--- config.mk ---
export PLATFORM = sky130hd
export DESIGN_NAME = shift_align_param
export DESIGN_NICKNAME = d
export VERILOG_FILES = /design/src/rtl/shift_align_pkg.sv /design/src/rtl/shift_align_param_lane.sv /design/src/rtl/shift_align_param.sv
export SDC_FILE = /design/constraint.sdc
export NUM_CORES = 1
export LEC_CHECK = 0
export BUFFER_PORTS_ARGS = -buffer_cell sky130_fd_sc_hd__buf_2
export CORE_UTILIZATION = 45
export CTS_CLUSTER_SIZE = 16
export DETAILED_ROUTE_END_ITERATION = 7
export PLACE_DENSITY = 0.76
export SYNTH_ARGS = -nofsm -noshare
export SYNTH_HDL_FRONTEND = slang
export SYNTH_SLANG_ARGS = --single-unit
--- constraint.sdc ---
create_clock -name clk -period 17.95 [get_ports clk]
set_input_delay 1.795 -clock clk [delete_from_list [all_inputs] [get_ports clk]]
set_output_delay 1.795 -clock clk [all_outputs]
set_load 0.01 [all_outputs]
--- src/rtl/shift_align_pkg.sv ---
// Shared types and helpers for the parametrised shift aligner.
package shift_align_pkg;

  typedef enum logic {
    SEARCH = 1'b0,
    LOCKED = 1'b1
  } state_e;

  localparam logic [15:0] SYNC_PATTERN_DEFAULT = 16'h817E;

  // Width of a lane index; a single-lane build still needs a 1-bit select.
  function automatic int lane_w(input int n);
    return (n > 1) ? $clog2(n) : 1;
  endfunction

endpackage

--- src/rtl/shift_align_param_lane.sv ---
// Per-lane sync/gap bookkeeping: counts sync words and the spacing between them.
module sync_lane_cnt
  import shift_align_pkg::*;
#(
  parameter int                DATA_W       = 16,
  parameter logic [DATA_W-1:0] SYNC_PATTERN = SYNC_PATTERN_DEFAULT,
  parameter int                LOCK_LEVEL   = 16,
  parameter int                MAX_GAP      = 64,
  parameter int                CNT_W        = 7
) (
  input  logic              clk,
  input  logic              rst,
  input  logic              valid_i,
  input  logic [DATA_W-1:0] data_i,
  input  logic              clear_i,
  input  logic              locked_mode_i,
  output logic              sync_hit_o,
  output logic              reach_lock_o,
  output logic              gap_violation_o
);

  logic [CNT_W-1:0] sync_cnt_q, sync_cnt_d;
  logic [CNT_W-1:0] gap_cnt_q, gap_cnt_d;

  assign sync_hit_o      = valid_i && (data_i == SYNC_PATTERN);
  assign gap_violation_o = valid_i && !sync_hit_o && (gap_cnt_q >= CNT_W'(MAX_GAP));
  assign reach_lock_o    = !locked_mode_i && sync_hit_o
                           && (sync_cnt_q >= CNT_W'(LOCK_LEVEL - 1));

  // While locked only the gap spacing matters, so the sync count stays parked at 0.
  always_comb begin
    // NOTE: every next-state variable gets a default first so no latch is inferred.
    sync_cnt_d = sync_cnt_q;
    gap_cnt_d  = gap_cnt_q;
    if (clear_i) begin
      sync_cnt_d = '0;
      gap_cnt_d  = '0;
    end else if (sync_hit_o) begin
      gap_cnt_d = '0;
      if (!locked_mode_i && (sync_cnt_q != '1)) sync_cnt_d = sync_cnt_q + 1'b1;
    end else if (gap_violation_o) begin
      gap_cnt_d = '0;
      if (!locked_mode_i) sync_cnt_d = '0;
    end else if (valid_i && (gap_cnt_q != '1)) begin
      gap_cnt_d = gap_cnt_q + 1'b1;
    end
  end

  always_ff @(posedge clk or posedge rst) begin
    // NOTE: sequential state uses non-blocking assignments only.
    if (rst) begin
      sync_cnt_q <= '0;
      gap_cnt_q  <= '0;
    end else begin
      sync_cnt_q <= sync_cnt_d;
      gap_cnt_q  <= gap_cnt_d;
    end
  end

endmodule

--- src/rtl/shift_align_param.sv ---
// Picks the shifted lane carrying a recurring sync word and forwards it, with
// gap-based loss of lock, software re-search and status outputs.
module shift_align_param
  import shift_align_pkg::*;
#(
  parameter int                NUM_LANES    = 16,
  parameter int                DATA_W       = 16,
  parameter logic [DATA_W-1:0] SYNC_PATTERN = SYNC_PATTERN_DEFAULT,
  parameter int                LOCK_LEVEL   = 16,
  parameter int                MAX_GAP      = 64,
  parameter int                UNLOCK_LEVEL = 4,
  parameter int                CNT_W        = 7
) (
  input  logic                          clk,
  input  logic                          rst,
  input  logic [NUM_LANES-1:0]          valid_in,
  input  logic [NUM_LANES*DATA_W-1:0]   datain,
  input  logic                          force_search,
  output logic                          valid,
  output logic [DATA_W-1:0]             dataout,
  output logic                          locked,
  output logic [lane_w(NUM_LANES)-1:0]  lane_sel,
  output logic                          sync_err
);

  localparam int LW = lane_w(NUM_LANES);

  logic [NUM_LANES-1:0]        vld_q;
  logic [NUM_LANES*DATA_W-1:0] data_q;

  state_e           state_q;
  logic [LW-1:0]    lane_sel_q;
  logic [CNT_W-1:0] miss_cnt_q;
  logic             sync_err_q;

  logic [NUM_LANES-1:0] sync_hit, reach, gap_viol;
  logic                 win_found;
  logic [LW-1:0]        win_idx;
  logic                 lock_evt, unlock_evt, clear_all;
  logic                 sel_sync, sel_viol;

  always_ff @(posedge clk or posedge rst) begin
    if (rst) begin
      vld_q  <= '0;
      data_q <= '0;
    end else begin
      vld_q  <= valid_in;
      data_q <= datain;
    end
  end

  // Every transition clears all lanes so the new state starts from a clean slate.
  assign sel_sync   = sync_hit[lane_sel_q];
  assign sel_viol   = gap_viol[lane_sel_q];
  assign lock_evt   = (state_q == SEARCH) && win_found;
  assign unlock_evt = (state_q == LOCKED) && sel_viol
                      && (miss_cnt_q >= CNT_W'(UNLOCK_LEVEL - 1));
  assign clear_all  = force_search || lock_evt || unlock_evt;

  for (genvar i = 0; i < NUM_LANES; i++) begin : g_lane
    sync_lane_cnt #(
      .DATA_W       (DATA_W),
      .SYNC_PATTERN (SYNC_PATTERN),
      .LOCK_LEVEL   (LOCK_LEVEL),
      .MAX_GAP      (MAX_GAP),
      .CNT_W        (CNT_W)
    ) u_cnt (
      .clk             (clk),
      .rst             (rst),
      .valid_i         (vld_q[i]),
      .data_i          (data_q[i*DATA_W +: DATA_W]),
      .clear_i         (clear_all || ((state_q == LOCKED) && (lane_sel_q != LW'(i)))),
      .locked_mode_i   (state_q == LOCKED),
      .sync_hit_o      (sync_hit[i]),
      .reach_lock_o    (reach[i]),
      .gap_violation_o (gap_viol[i])
    );
  end

  // Scan from the top so the lowest reaching lane is the one left standing.
  always_comb begin
    win_found = 1'b0;
    win_idx   = '0;
    for (int i = NUM_LANES - 1; i >= 0; i--) begin
      if (reach[i]) begin
        win_found = 1'b1;
        win_idx   = LW'(i);
      end
    end
  end

  always_ff @(posedge clk or posedge rst) begin
    if (rst) begin
      state_q    <= SEARCH;
      lane_sel_q <= '0;
      miss_cnt_q <= '0;
      sync_err_q <= 1'b0;
    end else begin
      sync_err_q <= 1'b0;
      if (force_search) begin
        state_q    <= SEARCH;
        lane_sel_q <= '0;
        miss_cnt_q <= '0;
      end else begin
        case (state_q)
          SEARCH: begin
            if (win_found) begin
              state_q    <= LOCKED;
              lane_sel_q <= win_idx;
              miss_cnt_q <= '0;
            end
          end
          LOCKED: begin
            if (sel_sync) begin
              miss_cnt_q <= '0;
            end else if (sel_viol) begin
              sync_err_q <= 1'b1;
              if (unlock_evt) begin
                state_q    <= SEARCH;
                lane_sel_q <= '0;
                miss_cnt_q <= '0;
              end else begin
                miss_cnt_q <= miss_cnt_q + 1'b1;
              end
            end
          end
          default: state_q <= SEARCH;
        endcase
      end
    end
  end

  assign locked   = (state_q == LOCKED);
  assign lane_sel = lane_sel_q;
  assign sync_err = sync_err_q;
  assign valid    = locked && vld_q[lane_sel_q];
  assign dataout  = locked ? data_q[lane_sel_q*DATA_W +: DATA_W] : '0;

endmodule

==> impl_metrics.tcl <==
set metrics [dict create \
    antenna_left 0 \
    slew_violations 0 \
    nNetsFinal 2633 \
    viasPerCell 6.15 \
    synth_area_sq_um 23400 \
    drtIter0Drc 1525 \
    io_buffers 297 \
    crit_required_ns 16.15 \
    fin_skew_ns 0.0301 \
    synth_edf_count 0 \
    cts_max_path_buffers 3 \
    clkTransAtPathRegs_ns 0.06 \
    cts_sinks 509 \
    route.vias.total 18700 \
    cap_violations 0 \
    drive_above_1_share 0.243 \
    netlist_instances 2040 \
    synthToLayoutAreaGrowth_pct 16.2 \
    ys_top_cells_by_area "dfrtp_1 (54%), mux4_2 (8.2%), a21oi_1 (3.0%)" \
    yosys.area.top_type_share 0.544 \
    grt_usage 0.284 \
    clk_latency_ns 0.62 \
    cts_resized 0 \
    arrival_ns 3.81 \
    grt_pass1_wl_um 113000 \
    htree_levels 2 \
    fp.dieArea_sq_um 53000 \
    cp_max_fo 44 \
    overflow 0 \
    synth_common_cells "dfrtp_1 (509), nor2_1 (187), a21oi_1 (142)" \
    grt_max_degree 189 \
    cts_buffers 51 \
    initial_utilization 0.456 \
    leakage_nw 11.7 \
    routed_wirelength_um 74500 \
    hp-class "reg2reg" \
    coreArea_sq_um 51400 \
    syn_nets 2348 \
    crit_path_start_kind "flop" \
    post-cts-setup-buffers 0 \
    finalSetupViolations 0 \
    drc_errors 1 \
    die_x_um 230 \
    min_period_ns 5.61 \
    crit_type "reg2out" \
    cts_tree "built" \
    first_global_vias 19100 \
    fin_tns_setup_ns 0 \
    async_reset_ff_frac 1.00 \
    cts_root_buffer "clkbuf_16" \
    worst_pin_slew_ns 1.14 \
    ys_seq_area_frac 0.544 \
    avgSynthCellArea_sq_um 11.5 \
    dpl.hpwl_um 56200 \
    ir_worst_vdd_uv 99.4 \
    yosysTopAreaCell "dfrtp_1" \
    outcome "complete, but fails checks" \
    antenna_found_initial 4 \
    synth-main-ff-cell "dfrtp_1" \
    fin_crit_sh 0.312 \
    synth_most_common_cell "dfrtp_1" \
    timing.hold.ws_ns 0.503 \
    ys_warn_count 0 \
    clock.fmax_mhz 178 \
    rsz0062_at_grt "no" \
    die_h_um 230 \
    rows 83 \
    cp-end-kind "primary output" \
    slew_headroom 0.238 \
    gp_congestion 1.03 \
    p_per_area_nw_per_um2 90.1 \
    ys_ff_latch 509 \
    synth.distinct_cells 92 \
    io_pins 298 \
    cts_hold_buf 0 \
    drtPass1Iterations 8 \
    drt-wirelength-per-cell_um 24.5 \
    hold_viol_final 0 \
    violations "design-rule violations" \
]
## where the power goes
part           internal (mW)  total [mW]  switching (mW)
Sequential              1.19        1.23          0.0470
Clock                  0.618        1.08           0.466
Combinational         0.0573       0.137          0.0798
Total                   1.86        2.45           0.593
## cells by family (layout without fill, tap and decap cells)
group	after synthesis	count (layout)	synth area share
fa+ha+maj	33	33	0.0176
compound gates	390	390	0.105
flops	509	509	0.544
simple gates	866	866	0.215
mux	96	96	0.0868
other cells	0	1	0
buf+inv	122	446	0.0232
xor+xnor	24	24	0.00897
## state kept, by name, summed over array words and instances (netlist names)
register	count
sync_err	1
g_lane.u_cnt.sync_cnt_q	112
g_lane.u_cnt.gap_cnt_q	112
vld_q	16
data_q	256
locked	1
lane_sel	4
miss_cnt_q	7
## cells in the final DEF, fill, tap and decap left out, types with 18 or more instances in the layout
master     Yosys  layout
nand3_1      111     111
xnor2_1       18      18
buf_2         18     297
nor3_1        50      50
o21ai_0       98      98
nand2_1      138     138
ha_1          33      33
nor3b_1       34      34
or3_1         19      19
nand4_1       27      27
and3_1        47      47
nor2b_1       25      25
inv_1         42      41
nor2_1       187     187
clkbuf_16      0      52
nand4b_1      30      30
mux4_2        85      85
and2_1        37      37
dfrtp_1      509     506
a31oi_1       24      24
nand2b_1      26      26
a21oi_1      142     142
## worst max-delay path: stages (launching register included)
cell and delay [ns]:
dfrtp_4 0.90, buf_4 0.75, mux4_2 0.63, mux4_2 0.55, and2_1 0.19, buf_2 0.13
## stage by stage
step | area [sq um] | setup WS (ns) | power [mW] | utilization | std cells
2_1_floorplan | 23400 | 1.94 | 1.31 | - | 2040
3_3_place_gp | 25500 | 13.00 | 1.38 | 0.497 | 2952
3_5_place_dp | 25500 | 12.94 | 1.39 | 0.497 | 2952
4_1_cts | 27200 | 12.29 | 2.47 | 0.530 | 3044
5_1_grt | 27200 | 12.15 | 2.53 | 0.530 | 3044
6_report | 27200 | 12.34 | 2.45 | 0.530 | 3045
## final timing paths
check	from	to	slack (ns)	depth (start not counted)
max	lane_sel[0]$_DFFE_PP0P_	dataout[9]	12.34	5
min	miss_cnt_q[3]$_DFFE_PP0P_	miss_cnt_q[3]$_DFFE_PP0P_	0.50	1
max reg2reg	lane_sel[1]$_DFFE_PP0P_	lane_sel[1]$_DFFE_PP0P_	13.85	10
min reg2reg	miss_cnt_q[3]$_DFFE_PP0P_	miss_cnt_q[3]$_DFFE_PP0P_	0.50	1
max in group asynchronous	rst	locked$_DFF_PP0_	14.25	4
min in group asynchronous	rst	data_q[143]$_DFF_PP0_	1.27	2
## routing by layer
metal	track usage	routed length (um)	vias to the layer above
li1	-	-	8137
met1	0.331	26800	9279
met2	0.455	35100	1028
met3	0.0580	5820	275
met4	0.234	6770	4
met5	0	18	-
## layout make-up
| cell class | count | area (sq um) |
|---|---|---|
| tap | 680 | 851 |
| multi-input combinational | 1409 | 10200 |
| clock inverter | 24 | 283 |
| antenna | 1 | 2.50 |
| sequential | 509 | 12700 |
| fill | 4313 | 24200 |
| clock buffer | 68 | 1420 |
| inverter | 43 | 169 |
| timing repair buffer | 311 | 1600 |
(Power assumes the default switching activity.)
